[src/rtl/sd_access_arbiter.sv]
// Round-robin arbiter sharing one SD card sector engine between NUM_REQ requesters.
// Issues the owner's sector command, routes bytes, counts them and supervises with a watchdog.
module sd_access_arbiter #(
    parameter int NUM_REQ        = 2,
    parameter int TIMEOUT_CYCLES = 16777216,
    parameter int SECTOR_BYTES   = 512
) (
    input  logic                    clk,
    input  logic                    reset,
    input  logic [NUM_REQ-1:0]      req_valid,
    input  logic [NUM_REQ-1:0]      req_write,
    input  logic [32*NUM_REQ-1:0]   req_address,
    input  logic [8*NUM_REQ-1:0]    req_wdata,
    output logic [NUM_REQ-1:0]      req_grant,
    output logic [NUM_REQ-1:0]      req_rvalid,
    output logic [NUM_REQ-1:0]      req_wnext,
    output logic [NUM_REQ-1:0]      req_done,
    output logic [NUM_REQ-1:0]      req_error,
    output logic [7:0]              rdata,
    output logic                    busy,
    input  logic                    sd_ready,
    output logic                    sd_rd,
    output logic                    sd_wr,
    output logic [31:0]             sd_address,
    input  logic [7:0]              sd_dout,
    input  logic                    sd_byte_available,
    output logic [7:0]              sd_din,
    input  logic                    sd_ready_for_next_byte,
    output logic                    sd_reset
);
    localparam int IW = (NUM_REQ > 1) ? $clog2(NUM_REQ) : 1;

    typedef enum logic [2:0] {S_IDLE, S_CHECK, S_ISSUE, S_XFER, S_FINISH, S_ABORT} state_t;

    state_t               state_q, state_d;
    logic [IW-1:0]        rr_q, rr_d, owner_q, owner_d;
    logic                 wr_q, wr_d;
    logic [31:0]          addr_q, addr_d;
    logic [9:0]           cnt_q, cnt_d;
    logic [31:0]          wd_q, wd_d;
    logic                 bav_q, rfn_q;
    logic [7:0]           rdata_q, rdata_d;
    logic [NUM_REQ-1:0]   grant_q, grant_d, rvalid_q, rvalid_d, wnext_q, wnext_d;
    logic [NUM_REQ-1:0]   done_q, done_d, error_q, error_d;
    logic                 sdrst_q, sdrst_d, ab_q, ab_d;
    logic                 bav_rise, rfn_rise, found;
    logic [IW-1:0]        pick;
    int                   idx;

    function automatic logic [NUM_REQ-1:0] onehot(input logic [IW-1:0] i);
        logic [NUM_REQ-1:0] r;
        r    = '0;
        r[i] = 1'b1;
        return r;
    endfunction

    function automatic logic [IW-1:0] next_idx(input logic [IW-1:0] i);
        return (i == IW'(NUM_REQ - 1)) ? '0 : i + IW'(1);
    endfunction

    function automatic logic [9:0] sat_inc(input logic [9:0] c);
        return (c == 10'h3FF) ? c : c + 10'd1;
    endfunction

    assign bav_rise = sd_byte_available & ~bav_q;
    assign rfn_rise = sd_ready_for_next_byte & ~rfn_q;

    always_comb begin
        state_d  = state_q;
        rr_d     = rr_q;
        owner_d  = owner_q;
        wr_d     = wr_q;
        addr_d   = addr_q;
        cnt_d    = cnt_q;
        wd_d     = wd_q;
        rdata_d  = rdata_q;
        grant_d  = grant_q;
        rvalid_d = '0;
        wnext_d  = '0;
        done_d   = '0;
        error_d  = '0;
        sdrst_d  = 1'b0;
        ab_d     = 1'b0;
        found    = 1'b0;
        pick     = '0;
        idx      = 0;
        case (state_q)
            S_IDLE: begin
                for (int k = 0; k < NUM_REQ; k++) begin
                    idx = (int'(rr_q) + k) % NUM_REQ;
                    if (!found && req_valid[idx]) begin
                        found = 1'b1;
                        pick  = IW'(idx);
                    end
                end
                if (sd_ready && found) begin
                    owner_d = pick;
                    wr_d    = req_write[pick];
                    addr_d  = req_address[32*pick +: 32];
                    state_d = S_CHECK;
                end
            end
            S_CHECK: begin
                if (addr_q[8:0] != 9'd0) begin
                    error_d = onehot(owner_q);
                    rr_d    = next_idx(owner_q);
                    state_d = S_IDLE;
                end else begin
                    grant_d = onehot(owner_q);
                    cnt_d   = '0;
                    wd_d    = '0;
                    state_d = S_ISSUE;
                end
            end
            S_ISSUE, S_XFER: begin
                wd_d = wd_q + 32'd1;
                if (wd_q == 32'(TIMEOUT_CYCLES - 1)) begin
                    grant_d = '0;
                    error_d = onehot(owner_q);
                    sdrst_d = 1'b1;
                    state_d = S_ABORT;
                end else if (state_q == S_ISSUE) begin
                    if (!sd_ready) state_d = S_XFER;
                end else begin
                    // Strobes are counted before sd_ready is judged so a final byte coinciding with the return of ready is kept.
                    if (!wr_q && bav_rise) begin
                        rdata_d  = sd_dout;
                        rvalid_d = onehot(owner_q);
                        cnt_d    = sat_inc(cnt_q);
                    end
                    if (wr_q && rfn_rise) begin
                        wnext_d = onehot(owner_q);
                        cnt_d   = sat_inc(cnt_q);
                    end
                    if (sd_ready) begin
                        grant_d = '0;
                        state_d = S_FINISH;
                        if (wr_q || int'(cnt_d) == SECTOR_BYTES) done_d  = onehot(owner_q);
                        else                                     error_d = onehot(owner_q);
                    end
                end
            end
            S_FINISH: begin
                rr_d    = next_idx(owner_q);
                state_d = S_IDLE;
            end
            S_ABORT: begin
                if (!ab_q) begin
                    sdrst_d = 1'b1;
                    ab_d    = 1'b1;
                end else begin
                    rr_d    = next_idx(owner_q);
                    state_d = S_IDLE;
                end
            end
            default: state_d = S_IDLE;
        endcase
    end

    always_ff @(posedge clk or negedge reset) begin
        if (!reset) begin
            state_q  <= S_IDLE;
            rr_q     <= '0;
            owner_q  <= '0;
            wr_q     <= 1'b0;
            addr_q   <= '0;
            cnt_q    <= '0;
            wd_q     <= '0;
            bav_q    <= 1'b0;
            rfn_q    <= 1'b0;
            rdata_q  <= '0;
            grant_q  <= '0;
            rvalid_q <= '0;
            wnext_q  <= '0;
            done_q   <= '0;
            error_q  <= '0;
            sdrst_q  <= 1'b0;
            ab_q     <= 1'b0;
        end else begin
            state_q  <= state_d;
            rr_q     <= rr_d;
            owner_q  <= owner_d;
            wr_q     <= wr_d;
            addr_q   <= addr_d;
            cnt_q    <= cnt_d;
            wd_q     <= wd_d;
            bav_q    <= sd_byte_available;
            rfn_q    <= sd_ready_for_next_byte;
            rdata_q  <= rdata_d;
            grant_q  <= grant_d;
            rvalid_q <= rvalid_d;
            wnext_q  <= wnext_d;
            done_q   <= done_d;
            error_q  <= error_d;
            sdrst_q  <= sdrst_d;
            ab_q     <= ab_d;
        end
    end

    assign req_grant  = grant_q;
    assign req_rvalid = rvalid_q;
    assign req_wnext  = wnext_q;
    assign req_done   = done_q;
    assign req_error  = error_q;
    assign rdata      = rdata_q;
    assign busy       = (state_q != S_IDLE);
    assign sd_rd      = (state_q == S_ISSUE) & ~wr_q;
    assign sd_wr      = (state_q == S_ISSUE) & wr_q;
    assign sd_address = (|grant_q) ? addr_q : 32'd0;
    assign sd_din     = (|grant_q) ? req_wdata[8*owner_q +: 8] : 8'd0;
    assign sd_reset   = sdrst_q;

endmodule

[config.mk]
export PLATFORM = sky130hd
export DESIGN_NAME = sd_access_arbiter
export DESIGN_NICKNAME = d
export VERILOG_FILES = /design/src/rtl/sd_access_arbiter.sv
export SDC_FILE = /design/constraint.sdc
export NUM_CORES = 1
export LEC_CHECK = 0
export CORE_UTILIZATION = 40
export CTS_CLUSTER_DIAMETER = 30
export DETAILED_ROUTE_END_ITERATION = 8
export GPL_ROUTABILITY_DRIVEN = 0
export PLACE_DENSITY = 0.69
export SETUP_SLACK_MARGIN = 0.02
export SLEW_MARGIN = 20
export SYNTH_ARGS = -nofsm -noshare
export SYNTH_HDL_FRONTEND = slang
export SYNTH_SLANG_ARGS = --single-unit
[constraint.sdc]
create_clock -name clk -period 2.8 [get_ports clk]
set_clock_uncertainty 0.2 [all_clocks]
set_input_delay 0.42 -clock clk [delete_from_list [all_inputs] [get_ports clk]]
set_output_delay 0.42 -clock clk [all_outputs]
set_load 0.005 [all_outputs]
== After elaboration in Yosys (flattened, before gate mapping) ==
Cells that the tools add are included.
Widths: inputs -> output; s select.

* Bits of input ports: 97
* RAM bits: 0
* Bits in latches: 0
* ROM bits: 0
* Output and inout port bits: 62
* Register bits: 102
* Memories kept: 0

* Order comparisons: 5
* Reductions and logical operators: 22
* Equal/unequal tests: 18
* Mux-type cells: 70
* Bitwise logic cells: 10
* $mul: 0
* Div/mod/pow operators: 0
* $add $sub $neg: 4
* Shifts and indexed selects: 2

{| class="wikitable"
|+ Operators with widths
! operator !! count
|-
| $mux 10 || 9
|-
| $mux 32 || 2
|-
| $pmux 32 s2 || 1
|-
| $shiftx 64x7->32 || 1
|-
| $mux 2 || 23
|-
| $add 32x1->32 const B || 1
|-
| $eq 32x24->1 const B || 1
|-
| $mux 1 || 21
|-
| $eq 10x10->1 const B || 2
|-
| $pmux 10 s2 || 1
|-
| $mux 3 || 6
|-
| $reduce_and 4->1 || 4
|-
| $shiftx 16x5->8 || 1
|-
| $ne 2x2->1 const B || 6
|-
| $pmux 3 s4 || 1
|-
| $add 10x1->10 const B || 1
|-
| $reduce_bool 9->1 || 1
|-
| $mux 8 || 1
|-
| $ne 4x4->1 const B || 2
|-
| $pmux 2 s2 || 2
|-
| $eq 3x2->1 const B || 2
|-
| $eq 3x3->1 const B || 2
|-
| $lt 1x2->1 const B || 3
|-
| $ne 3x3->1 const B || 2
|-
| 19 further kinds || 35
|}

== Logic depth before layout (Yosys ltp) ==
* Depth after elaboration: 15
* Gate-level depth with buffers: 9
* Gate-level depth less buffers: 7

== Worst setup path before layout ==
OpenSTA, ideal clock, no wires.

* Path kind: register to register
* From: register wd_q[0]
* To: register rdata_q[0], in the netlist rdata[0]
* Data required time: 2.475 ns
* Arrival: 1.965 ns
* Path buffers: 1
* Stages on the path, launching flop included: 8
* Setup slack: 0.510 ns
* Cells stage by stage: dfrtp_1 > ha_1 > and2_1 > and3_1 > and4_1 > buf_4 > nor3_4 > mux2_2

* Word-level cells in the longest chain between the ends: 3

{| class="wikitable"
|+ RTL lines
! item !! RTL line !! RTL
|-
| start, declared || 40 || <nowiki>logic [31:0] wd_q, wd_d;</nowiki>
|-
| start signal, assigned || 186 || <nowiki>wd_q <= wd_d;</nowiki>
|-
| $eq 32x24->1 || 117 || <nowiki>if (wd_q == 32'(TIMEOUT_CYCLES - 1)) begin</nowiki>
|-
| $not 1->1 (no line) || - ||
|-
| $reduce_and 4->1 (no line) || - ||
|-
| end signal, assigned || 189 || <nowiki>rdata_q <= rdata_d;</nowiki>
|-
| end, declared || 42 || <nowiki>logic [7:0] rdata_q, rdata_d;</nowiki>
|}

No other way between the ends.
A chain may end at the register's enable or synchronous reset.

== Worst setup path in the final report ==
* From: register owner_q
* To: output sd_din[7]

* Word-level cells in the longest chain between the ends: 2

{| class="wikitable"
|+ RTL lines
! item !! RTL line !! RTL
|-
| start, declared || 36 || <nowiki>logic [IW-1:0] rr_q, rr_d, owner_q, owner_d;</nowiki>
|-
| start signal, assigned || 182 || <nowiki>owner_q <= owner_d;</nowiki>
|-
| $shiftx 16x5->8 || 210 || <nowiki>assign sd_din = (|grant_q) ? req_wdata[8*owner_q +: 8] : 8'd0;</nowiki>
|-
| $mux 8 || 210 ||
|-
| end, declared || 27 || <nowiki>output logic [7:0] sd_din,</nowiki>
|}

No other way between the ends.

==> metrics <==
Synth warnings 0; Leak 3.292 nW; IO buf count 158; Net Sw Frac 0.2576; Routed WL per cell 15.23 um; slowest stage delay, CP 0.78 ns; # rows 42; PnR worst setup slack 0.2394 ns; post-synthesis sequential area ratio 0.4719; Longest Clk Path Bufs 2; antenna violations before repair 0; H-tree Lvls 3; initial detailed-routing violation count 246; wirelength, routed 13400 um; Antenna diodes 0; Core Area 13190 um2; worst-case hold path end point wd_q[0]$_DFFE_PN0P_; via count 4578; Final Hold Fails 0; Psw 0.0009620 W; DR vias/cell 5.202; grt total ovfl 0; Setup Fix Bufs, Post-CTS 0; status completed; Critical R2R Capture rdata[4]$_DFFE_PN0P_; #FFs+latches synth 102; Crit. Startpoint owner_q$_DFFE_PN0P_; CTS Buf Count 9; Final Critical Period 2.561 ns; Int Power 0.002772 W; clk_lat worst skew 0.34 ns; Post-Syn Area per Cell 9.852 um2; synthesized instance count 549; worst-path fanout max 15; Async SR Flop Fraction 1.000; Bufs and invs on worst path 1; worst r2r src wd_q[0]$_DFFE_PN0P_; critical-path cell list mux2i_1, nor2_1, clkdlybuf4s50_1; Maximum Capacitance Violations 0; pre-CTS setup slack 0.08137 ns; Yosys top cell area share 0.4719; CTS tree done; Hold Path Origin wd_q[0]$_DFFE_PN0P_; DP Wirelength 9934 um; layout overhead on the synthesized area 38.03%; Rel. slew slack 0.5491; final-report max-slew violation count 0; Power Total 0.003734 W; fraction of layout cells with a size suffix above 1 0.07955; syn_nets 648; dominant cell by count in the synthesized netlist dfrtp_1; Post-synth EDFFs 0; pwr dens 500.1 nW/um2; CP endpoint kind primary output; worst hold stages 1; crit start category flip-flop; largest net degree at the start of global routing 46; I/O pin count 159; f_max 390.5 MHz; drt drc 0; WP data arrival 1.94 ns; slew at the pin with the worst max-slew slack 0.6764 ns; Synth Flop Type dfrtp_1; HP Class reg -> reg; Clock Power Share 0.328; Clock Sinks 102; Post-Layout Cell Count 880; first-pass GRT wire length 22910 um; kind of critical path reg -> out; WP data required 2.18 ns; setup TNS 0 ns; Unique masters post-synth 56; Slowest cell on crit path dfrtp_1; Clock transition at path regs 0.07 ns; vias in the first global route 4725; top cells by instance count after synthesis dfrtp_1, nor2_1, a21oi_1; die area 13990 um2; placed instance count 863; hold buffer count at CTS 1; Peak VDD IR 0.3109 mV; nets@finish 798; root buf cell clkbuf_16; R2R depth 6; area leader, netlist dfrtp_1; Post-Syn Area 5409 um2; Post-CTS Resized 0; delay-heaviest family, CP flip-flops; Final setup violation count 0; Sequential Power Share 0.451; DRT antenna net count 0; top cells by area, synth dfrtp_1, mux2i_1, nor2_1, a21oi_1, nor2b_1; r2r setup slk 0.28 ns; Hold Worst Slack 0.3053 ns; Period Utilization, post-route 0.9145; die width 118.3 um; GRT Util Overall 0.2041; Initial Util 0.4101; Pre-antenna DRT Iters 4; Comb pwr share 0.221; RSZ-0062 raised after global routing false; die height 118.3 um
## worst reg2reg max path: cells and delay by family, from the launching register on
| family | cells | cell delay [ns] |
|---|---|---|
| flip-flops | 1 | 0.41 |
| adder cells (fa/ha/maj) | 1 | 0.22 |
| multiplexers | 1 | 0.39 |
| AND/OR/NAND/NOR | 4 | 1.20 |
## flip-flops by register name (all words and copies together) (netlist names), 2 cells and up
register    flops
req_grant       2
wd_q           32
rdata           8
req_wnext       2
state_q         3
req_rvalid      2
req_error       2
addr_q         32
req_done        2
cnt_q          10
## per-stage QoR
| step | util | area, um2 |
|---|---|---|
| 6_report | 0.5660 | 7466 |
| 5_1_grt | 0.5660 | 7466 |
| 4_1_cts | 0.5660 | 7466 |
| 3_5_place_dp | 0.5428 | 7159 |
| 3_3_place_gp | 0.5428 | 7159 |
| 2_1_floorplan | - | 5409 |
## routing by layer
layer / up-vias / global-route usage / part of all wire
li1: 2219 / - / -
met1: 2215 / 0.2507 / 0.43
met2: 128 / 0.3544 / 0.51
met3: 16 / 0.04537 / 0.049
met4: 0 / 0.06571 / 0.015
met5: - / 0 / 0
## power groups by stage
stage / clock (W) / combinational [W] / sequential, W
CTS: 0.00126 / 0.000835 / 0.00169
floorplan: 0 / 0.000363 / 0.00166
detailed placement: 0 / 0.000829 / 0.00171
global route: 0.00131 / 0.000902 / 0.00170
finish: 0.00122 / 0.000824 / 0.00169
global placement: 0 / 0.000819 / 0.00171
## worst max-delay path by stage
stage | endpoint | slack [ns] | cells after the start
2_1_floorplan | rdata[0]$_DFFE_PN0P_ | 0.51 | 7
3_3_place_gp | req_done[0]$_DFF_PN0_ | 0.20 | 8
3_5_place_dp | req_done[0]$_DFF_PN0_ | 0.08 | 7
4_1_cts | sd_din[7] | 0.21 | 3
5_1_grt | sd_din[7] | 0.10 | 3
6_report | sd_din[7] | 0.24 | 3
## layout make-up
class / count / area, um2
repair buffers: 173 / 1732
fillers: 1155 / 5724
multi-input cells: 406 / 2639
inverters: 7 / 26.28
well taps: 176 / 220.2
clock inverters: 4 / 30.03
flip-flops and latches: 102 / 2552
clock buffers: 12 / 266.5
## logic make-up (layout without fill, tap and decap cells)
| group | count (synthesis) | in the layout | synth area share |
|---|---|---|---|
| AO/OA/AOI/OAI | 89 | 89 | 0.1041 |
| multiplexers | 51 | 51 | 0.09623 |
| flip-flops | 102 | 102 | 0.4719 |
| AND/OR/NAND/NOR | 233 | 233 | 0.2283 |
| XOR/XNOR | 31 | 31 | 0.05020 |
| buffers and inverters | 41 | 196 | 0.04465 |
| adder cells (fa/ha/maj) | 2 | 2 | 0.004626 |
## cells in the final DEF (no fill, tap or decap), types with 4 or more instances in the layout
cell,n
a21oi_1,45
a31oi_1,4
and2_1,7
and3_1,17
and4_1,5
buf_4,12
clkbuf_16,9
clkdlybuf4s50_1,157
dfrtp_1,102
inv_1,7
mux2_2,8
mux2i_1,43
nand2_1,22
nand3_1,18
nand4_1,11
nor2_1,79
nor2b_1,35
nor3_1,11
o21ai_0,14
xnor2_1,9
xor2_1,22
(Power assumes the default switching activity.)
